### src/rtl/apb_config_slave_if.sv
// APB3 bus bundle between the interconnect (master) and the config slave front-end.
// Word-addressed: paddr carries a word index, not a byte address.
interface apb_config_slave_if #(
   parameter int unsigned AW = 16
) ();
   logic          psel;
   logic          penable;
   logic          pwrite;
   logic [AW-1:0] paddr;
   logic [31:0]   pwdata;
   logic [31:0]   prdata;
   logic          pready;
   logic          pslverr;

   modport master (
      output psel, penable, pwrite, paddr, pwdata,
      input  prdata, pready, pslverr
   );

   modport slave (
      input  psel, penable, pwrite, paddr, pwdata,
      output prdata, pready, pslverr
   );
endinterface

### src/rtl/apb_config_slave.sv
// APB3 slave front-end for config_mem: range/mode checks, one-cycle write strobe,
// registered read capture and fixed-latency pready/pslverr with a saturating error counter.
module apb_config_slave #(
   parameter int unsigned K  = 64,
   parameter int unsigned AW = 16
) (
   input  logic                pclk,
   input  logic                prstn,
   apb_config_slave_if.slave   apb,
   input  logic                config_mode,
   output logic [AW-1:0]       mem_paddr,
   output logic [31:0]         mem_pwdata,
   output logic                mem_pwrite,
   output logic                mem_wr_en,
   input  logic [31:0]         mem_prdata,
   output logic [7:0]          err_count
);

   localparam int unsigned DW     = 32;
   localparam int unsigned EW     = 8;
   localparam logic [AW-1:0] K_ADDR = AW'(K);
   localparam logic [EW-1:0] ECNT_MAX = {EW{1'b1}};

   typedef enum logic [1:0] {
      ST_IDLE = 2'd0,
      ST_MEM  = 2'd1,
      ST_CAP  = 2'd2,
      ST_DONE = 2'd3
   } state_e;

   state_e          state_q, state_d;
   logic            write_q, write_d;
   logic            err_q, err_d;
   logic [AW-1:0]   mem_paddr_q, mem_paddr_d;
   logic [DW-1:0]   mem_pwdata_q, mem_pwdata_d;
   logic            mem_pwrite_q, mem_pwrite_d;
   logic            mem_wr_en_q, mem_wr_en_d;
   logic [DW-1:0]   prdata_q, prdata_d;
   logic            pready_q, pready_d;
   logic            pslverr_q, pslverr_d;
   logic [EW-1:0]   err_count_q, err_count_d;

   logic            setup_c;
   logic            setup_err_c;

   // Error is decided once, from the address and config_mode seen in the setup phase.
   assign setup_c     = apb.psel && !apb.penable;
   assign setup_err_c = (apb.paddr >= K_ADDR) || (apb.pwrite && !config_mode);

   always_ff @(posedge pclk or negedge prstn) begin
      if (!prstn) begin
         state_q      <= ST_IDLE;
         write_q      <= 1'b0;
         err_q        <= 1'b0;
         mem_paddr_q  <= '0;
         mem_pwdata_q <= '0;
         mem_pwrite_q <= 1'b0;
         mem_wr_en_q  <= 1'b0;
         prdata_q     <= '0;
         pready_q     <= 1'b0;
         pslverr_q    <= 1'b0;
         err_count_q  <= '0;
      end else begin
         state_q      <= state_d;
         write_q      <= write_d;
         err_q        <= err_d;
         mem_paddr_q  <= mem_paddr_d;
         mem_pwdata_q <= mem_pwdata_d;
         mem_pwrite_q <= mem_pwrite_d;
         mem_wr_en_q  <= mem_wr_en_d;
         prdata_q     <= prdata_d;
         pready_q     <= pready_d;
         pslverr_q    <= pslverr_d;
         err_count_q  <= err_count_d;
      end
   end

   // Next-state logic; outputs are loaded one cycle ahead so they appear registered in the target state.
   always_comb begin
      state_d      = state_q;
      write_d      = write_q;
      err_d        = err_q;
      mem_paddr_d  = mem_paddr_q;
      mem_pwdata_d = mem_pwdata_q;
      mem_pwrite_d = 1'b0;
      mem_wr_en_d  = 1'b0;
      prdata_d     = '0;
      pready_d     = 1'b0;
      pslverr_d    = 1'b0;
      err_count_d  = err_count_q;

      unique case (state_q)
         ST_IDLE: begin
            if (setup_c) begin
               state_d      = ST_MEM;
               write_d      = apb.pwrite;
               err_d        = setup_err_c;
               mem_paddr_d  = setup_err_c ? '0 : apb.paddr;
               mem_pwdata_d = apb.pwdata;
               mem_pwrite_d = apb.pwrite && !setup_err_c;
               mem_wr_en_d  = apb.pwrite && !setup_err_c;
            end
         end
         ST_MEM: begin
            if (!apb.psel) begin
               state_d = ST_IDLE;
            end else if (write_q) begin
               state_d   = ST_DONE;
               pready_d  = 1'b1;
               pslverr_d = err_q;
               if (err_q && (err_count_q != ECNT_MAX)) err_count_d = err_count_q + EW'(1);
            end else begin
               state_d = ST_CAP;
            end
         end
         ST_CAP: begin
            if (!apb.psel) begin
               state_d = ST_IDLE;
            end else begin
               state_d   = ST_DONE;
               pready_d  = 1'b1;
               pslverr_d = err_q;
               prdata_d  = err_q ? '0 : mem_prdata;
               if (err_q && (err_count_q != ECNT_MAX)) err_count_d = err_count_q + EW'(1);
            end
         end
         ST_DONE: begin
            state_d = ST_IDLE;
         end
         default: begin
            state_d = ST_IDLE;
         end
      endcase
   end

   assign apb.prdata  = prdata_q;
   assign apb.pready  = pready_q;
   assign apb.pslverr = pslverr_q;
   assign mem_paddr   = mem_paddr_q;
   assign mem_pwdata  = mem_pwdata_q;
   assign mem_pwrite  = mem_pwrite_q;
   assign mem_wr_en   = mem_wr_en_q;
   assign err_count   = err_count_q;

endmodule

### src/flat_wrapper.sv
// flat-port wrapper written by rule: the top's interface ports become plain ports
module apb_config_slave_flat 
#(
   parameter int unsigned K  = 64,
   parameter int unsigned AW = 16
)
  (pclk, prstn, config_mode, mem_paddr, mem_pwdata, mem_pwrite, mem_wr_en, mem_prdata, err_count, apb_psel, apb_penable, apb_pwrite, apb_paddr, apb_pwdata, apb_prdata, apb_pready, apb_pslverr);
  apb_config_slave_if #(.AW(AW)) apb_i ();
  input  logic pclk;
  input  logic prstn;
  input  logic config_mode;
  output logic [AW-1:0] mem_paddr;
  output logic [31:0] mem_pwdata;
  output logic mem_pwrite;
  output logic mem_wr_en;
  input  logic [31:0] mem_prdata;
  output logic [7:0] err_count;
  input wire logic [$bits(apb_i.psel)-1:0] apb_psel;
  input wire logic [$bits(apb_i.penable)-1:0] apb_penable;
  input wire logic [$bits(apb_i.pwrite)-1:0] apb_pwrite;
  input wire logic [$bits(apb_i.paddr)-1:0] apb_paddr;
  input wire logic [$bits(apb_i.pwdata)-1:0] apb_pwdata;
  output wire logic [$bits(apb_i.prdata)-1:0] apb_prdata;
  output wire logic [$bits(apb_i.pready)-1:0] apb_pready;
  output wire logic [$bits(apb_i.pslverr)-1:0] apb_pslverr;
  assign apb_i.psel = apb_psel;
  assign apb_i.penable = apb_penable;
  assign apb_i.pwrite = apb_pwrite;
  assign apb_i.paddr = apb_paddr;
  assign apb_i.pwdata = apb_pwdata;
  assign apb_prdata = apb_i.prdata;
  assign apb_pready = apb_i.pready;
  assign apb_pslverr = apb_i.pslverr;
  apb_config_slave #(.K(K), .AW(AW)) u_core (.pclk(pclk), .prstn(prstn), .apb(apb_i), .config_mode(config_mode), .mem_paddr(mem_paddr), .mem_pwdata(mem_pwdata), .mem_pwrite(mem_pwrite), .mem_wr_en(mem_wr_en), .mem_prdata(mem_prdata), .err_count(err_count));
endmodule
### config.mk
export PLATFORM = sky130hd
export DESIGN_NAME = apb_config_slave_flat
export DESIGN_NICKNAME = d
export VERILOG_FILES = /design/src/rtl/apb_config_slave_if.sv /design/src/rtl/apb_config_slave.sv /design/src/flat_wrapper.sv
export SDC_FILE = /design/constraint.sdc
export NUM_CORES = 1
export LEC_CHECK = 0
export CAP_MARGIN = 25
export CELL_PAD_IN_SITES_DETAIL_PLACEMENT = 1
export CELL_PAD_IN_SITES_GLOBAL_PLACEMENT = 2
export CORE_ASPECT_RATIO = 0.7
export CORE_MARGIN = 2
export CORE_UTILIZATION = 26
export CTS_CLUSTER_DIAMETER = 80
export DETAILED_ROUTE_END_ITERATION = 10
export PLACE_DENSITY = 0.89
export SYNTH_ARGS = -nofsm -noshare
export SYNTH_HDL_FRONTEND = slang
export SYNTH_SLANG_ARGS = --single-unit
### constraint.sdc
create_clock -name pclk -period 3.13 [get_ports pclk]
set_input_delay 0.626 -clock pclk [delete_from_list [all_inputs] [get_ports pclk]]
set_output_delay 0.626 -clock pclk [all_outputs]
set_load 0.05 [all_outputs]
# --- After elaboration in Yosys (flattened, before gate mapping) ---
# Index checks and enable logic that the tools add are counted.
classes:
  n_addsub: 1
  n_lt_le_gt_ge: 1
  eq_ne: 8
  mux: 24
  reduce_logical: 12
op_table:
  columns: ["operator", "n"]
  rows:
  - ["$mux 32", 3]
  - ["$mux 8", 4]
  - ["$ge 16x7->1 const B", 1]
  - ["$mux 16", 1]
  - ["$pmux 8 s2", 1]
  - ["$mux 1", 9]
  - ["$add 8x1->8 const B", 1]
  - ["$ne 8x8->1 const B", 1]
  - ["$pmux 2 s4", 1]
  - ["$mux 2", 3]
  - ["$eq 2x2->1 const B", 2]
  - ["$logic_and 1x1->1", 4]
  - ["$ne 2x1->1 const B", 2]
  - ["$ne 2x2->1 const B", 2]
  - ["$pmux 1 s2", 2]
  - ["$reduce_and 4->1", 1]
  - ["$logic_not 1->1", 3]
  - ["$eq 2x1->1 const B", 1]
  - ["$logic_not 2->1", 1]
  - ["$reduce_and 2->1", 1]
  - ["$reduce_bool 2->1", 1]
  - ["$logic_or 1x1->1", 1]
totals:
  ff_bits: 95
  input_bits: 86
  out_inout_bits: 92
  elab_cells: 56

# --- Longest topological paths before layout ---
logic_depth:
  ltp_word: 7
  mapped_depth: 7
  depth_no_buf: 6

# --- Worst setup path before layout ---
# OpenSTA, ideal clock, no wires.
synth_timing:
  path_kind: "reg2reg"
  from: "register u_core.err_count_q[0] (netlist: u_core.err_count[0])"
  to: "register u_core.err_count_q[1] (netlist: u_core.err_count[1])"
  setup_ps: 128
  arrival_time_ps: 1636
  slack_ps: 1366
  stages_incl_launch_ff: 5
  n_path_buf: 0
  synth_period_minus_slack_ps: 1764
  path_cell_list: "dfrtp_1 > ha_1 > and3_1 > a211oi_2 > mux2_1"
synth_between:
  elab_chain_len: 6
  elab_cells_between_ends: 8
  classes_between: "1 x add/sub; 1 x eq/ne; 5 x mux; 1 x reduce/logical"
synth_lines:
  columns: ["element", "line", "source"]
  rows:
  - ["start, declared", "apb_config_slave.sv:41", "logic [EW-1:0] err_count_q, err_count_d;"]
  - ["start signal, assigned", "apb_config_slave.sv:74", "err_count_q <= err_count_d;"]
  - ["branches (longest 2 deep; another with $add 8x1->8)", null, null]
  - ["$mux 8 *", "apb_config_slave.sv:111, apb_config_slave.sv:124", null]
  - ["$mux 8", "apb_config_slave.sv:107", "end else if (write_q) begin"]
  - ["$mux 8", "apb_config_slave.sv:105", "if (!apb.psel) begin"]
  - ["$pmux 8 s2 *", "apb_config_slave.sv:92", "unique case (state_q)"]
# Mark *: on every way between the ends. The select of a mux whose other input is x is not followed.
# A chain may end at the register's enable or synchronous reset.

# --- Final worst setup path ---
layout_timing:
  from: "register u_core.err_count_q[4] (netlist: u_core.err_count[4])"
  to: "output port err_count[4]"
layout_rtl:
  columns: ["element", "line", "source"]
  rows:
  - ["end, declared", "flat_wrapper.sv:17", "output logic [7:0] err_count;"]
# No word-level cell between the ends.

==> metrics.csv <==
stage,metric,value,unit
logic_synthesis,Avg Inst Size Synth,13.7,um^2
logic_synthesis,multiplexer fraction of the synthesized cell area,11.7,%
logic_synthesis,Syn Std Cell Area,3540,um^2
route,wire length reported by the detailed router,9510,um
placed_design,worst setup slack before clock tree synthesis,0.802,ns
clock_network,Post-CTS Repair Setup Buffers,0,
timing,total of endpoints with negative setup slack in the final report,0,
timing,number of pins exceeding their max-slew limit in the final report,0,
global_route,global-route wire length before repair,14700,um
setup_path,ordered list of cells on the worst path,clkdlybuf4s50_1,
clock_network,clock edge transition at the registers on the reported setup and hold paths,0.06,ns
clock_network,Max Root-Sink Buffers,2,
power_and_ir_drop,leakage dissipation,0.00254,uW
logic_synthesis,post-synthesis net count,348,
timing,number of endpoints with negative hold slack in the final report,0,
status,result of the run,"complete, no violations",
clock_network,clock tree from TritonCTS,done,
setup_path,Reg2Reg Setup Slack,1.31,ns
timing,clock tree skew after final layout,0.00792,ns
timing,portion of the clock cycle consumed by the worst path in the final layout,71.4,%
global_route,all-layer global routing usage,13.4,%
setup_path,class of the most critical setup path,register to output port,
timing,minimum hold slack,0.274,ns
flow_run,max-capacitance violation count,0,
clock_network,master cell of the clock root buffer,clkbuf_16,
logic_synthesis,sequential cell area fraction in the yosys report,67.1,%
clock_network,H-tree lvl count,3,
setup_path,startpoint of the lowest-slack register-to-register path,u_core.state_q[0],
route,Pre-antenna DRT Iters,4,
final_layout,"leading cell types in the layout, fill and taps excluded","clkdlybuf4s50_1 (176), dfrtp_1 (95), and2_1 (42)",
placed_design,final weighted congestion in routability-driven placement,0.734,
logic_synthesis,"post-synthesis share of cell area spent on full adders, half adders and majority gates",1.41,%
placed_design,buffers added on ports,177,
route,routed wire length per instance,15.1,um
floorplanning,die outline area,14600,um^2
logic_synthesis,XOR/XNOR share of the synthesized area,0.989,%
route,Antenna Violating Nets Remaining,0,
power_and_ir_drop,Seq pwr share,34.0,%
setup_path,endpoint kind of the worst setup timing path,output port,
setup_path,"Largest stage delay, worst path",0.84,ns
logic_synthesis,Synth Area in Compound Gates,3.07,%
logic_synthesis,largest family of logic cells by synthesized area,simple AND/OR/NAND/NOR gates,
setup_path,reg-to-reg endpoint,u_core.err_count[7],
timing,shortest clock period the worst path allows after layout,2.24,ns
global_route,initial antenna violation count,0,
timing,RSZ-0062 raised after global routing,false,
route,violation count after the first detailed-route iteration,27,
route,count of unresolved DRC violations after routing,0,
final_layout,fraction of final layout cells with drive strength greater than 1,6.05,%
power_and_ir_drop,power density over cell area,839,nW/um^2
setup_path,Slowest cell on crit path,clkdlybuf4s50_1,
logic_synthesis,Simple-Gate Fraction of Synth Area,13.8,%
placed_design,cell count after placement,615,
power_and_ir_drop,Comb pwr share,42.3,%
final_layout,area growth from synthesis to layout,65.6,%
setup_path,Worst path top cell family by delay,buffers and inverters,
floorplanning,Horiz. Die Dim,144,um
clock_network,number of clock buffers inserted by TritonCTS,9,
timing,Max Clk Rate,0.447,GHz
clock_network,number of sinks driven by the clock tree,95,
setup_path,"critical path fanouts, max",6,
placed_design,sum of net half-perimeters after detailed placement,7230,um
timing,worst slew pin tran,0.555,ns
clock_network,CTS resizes,0,
logic_synthesis,post-synthesis sequential element count,95,
power_and_ir_drop,portion of total power attributed to the clock network,23.7,%
clock_network,count of hold buffers inserted by post-cts repair,0,
global_route,pin count of the biggest net entering global routing,82,
power_and_ir_drop,switching power,1940,uW
final_layout,post-layout instance count excluding filler cells,631,
setup_path,worst path buffer plus inverter count,1,
final_layout,number of diodes,0,
clock_network,Skew-Pair Late Insertion Delay,0.34,ns
setup_path,number of cells on the worst reg-to-reg path,6,
floorplanning,area of the core,13200,um^2
final_layout,most common library cell in the layout ignoring fill and taps,clkdlybuf4s50_1,
setup_path,critical path startpoint category,register,
floorplanning,top-level port count,178,
floorplanning,site row count,35,
hold_path,worst hold-check path type,input pin to asynchronous set/reset pin,
setup_path,required time at the endpoint of the critical path,2.50,ns
global_route,via count of the first global-routing pass,2793,
timing,minimum setup slack in the final design,0.894,ns
route,via count,2635,
power_and_ir_drop,Internal,2980,uW
timing,Sum Neg Setup Slack,0,ns
power_and_ir_drop,peak supply drop,0.262,mV
logic_synthesis,unique cell type count in the Yosys netlist,31,
final_layout,Nets,532,
global_route,aggregate global routing overflow,0,
route,average vias per placed instance,4.18,
setup_path,worst path arrival time,1.61,ns
final_layout,Filler Cell Count,1405,
power_and_ir_drop,"sum of internal, switching and leakage power",4920,uW
floorplanning,vertical die dimension,102,um
power_and_ir_drop,Sw Share,39.5,%
logic_synthesis,cell count after synthesis,258,
floorplanning,starting density of the core,26.8,%
timing,remaining max-slew budget at the tightest pin,62.9,%
logic_synthesis,count of warnings emitted by yosys,0,
stage by stage:
stage | instance area, um^2 | utilization, %
after global placement | 5530 | 41.8
after CTS | 5850 | 44.2
after detailed placement | 5530 | 41.8
after floorplan | 3540 | -
final | 5870 | 44.4
after global routing | 5870 | 44.4
logic make-up (layout without fill, tap and decap cells):
family	Yosys count	after routing
compound gates	18	18
xor+xnor	4	4
fa+ha+maj	4	4
buf+inv	15	203
flops	95	95
mux	37	37
simple gates	85	85
cell type report:
class                      count  area [um^2]  share of cell area [%]
timing repair buffer         183         1830                    31.1
inverter                       5         18.8                   0.320
multi-input combinational    148         1100                    18.7
sequential                    95         2380                    40.5
clock inverter                 4         70.1                    1.19
tap                          185          231                    3.95
clock buffer                  11          243                    4.14
per-layer routing:
| metal | GRT usage [%] | routed length (um) | part of all wire, % |
|---|---|---|---|
| met3 | 7.85 | 1240 | 13 |
| met4 | 4.52 | 127 | 1.3 |
| met5 | 0 | 0 | 0 |
| met2 | 20.5 | 4140 | 44 |
| met1 | 15.9 | 4000 | 42 |
Yosys cell counts:
cell      count  area share [%]
a211oi_2      1            0.35
a21oi_1       4            0.57
a22o_1        1            0.25
and2_1       42             7.4
and2b_1       1            0.21
and3_1        1            0.18
and4_1        1            0.25
and4_4        1            0.32
buf_2         6            0.85
buf_4         1            0.21
clkbuf_1      3            0.32
dfrtp_1      95              67
ha_1          4             1.4
inv_1         5            0.53
mux2_1       34              11
mux2i_1       3            0.85
nand2_1      22             2.3
nand3_1       3            0.42
nor2_1        5            0.53
nor3_1        3            0.42
nor3b_1       1            0.21
nor3b_2       1            0.35
nor4_1        2            0.35
nor4_4        1            0.60
o2111a_1      1            0.32
o21ai_0       2            0.28
o21ai_1       8             1.1
o22ai_1       1            0.18
or2_4         1            0.25
xnor2_1       1            0.25
xor2_1        3            0.74
sequential cells by signal, indices dropped and copies added, names as in the netlist:
signal              count
u_core.mem_paddr       16
u_core.mem_pwrite       1
u_core.err_q            1
u_core.apb.pslverr      1
u_core.write_q          1
u_core.mem_pwdata      32
u_core.apb.pready       1
u_core.state_q          2
u_core.apb.prdata      32
u_core.err_count        8
worst max-delay path by stage:
stage | startpoint | endpoint | slack (ns) | depth (start not counted)
after floorplan | u_core.err_count[0] | u_core.err_count[1] | 1.37 | 4
after global placement | apb_psel | u_core.mem_pwdata[15] | 0.87 | 5
after detailed placement | apb_psel | u_core.mem_pwdata[15] | 0.80 | 5
after CTS | u_core.err_count[4] | err_count[4] | 0.86 | 1
after global routing | u_core.err_count[4] | err_count[4] | 0.80 | 1
final | u_core.err_count[4] | err_count[4] | 0.89 | 1
power groups by stage:
stage	Combinational [uW]	Clock, uW	Sequential [uW]
3_3_place_gp	2050	0	1690
3_5_place_dp	2100	0	1700
4_1_cts	2110	1200	1680
5_1_grt	2200	1250	1720
6_report	2080	1170	1670
2_1_floorplan	398	0	2590
Note: power is estimated with default switching activity, not from simulation.
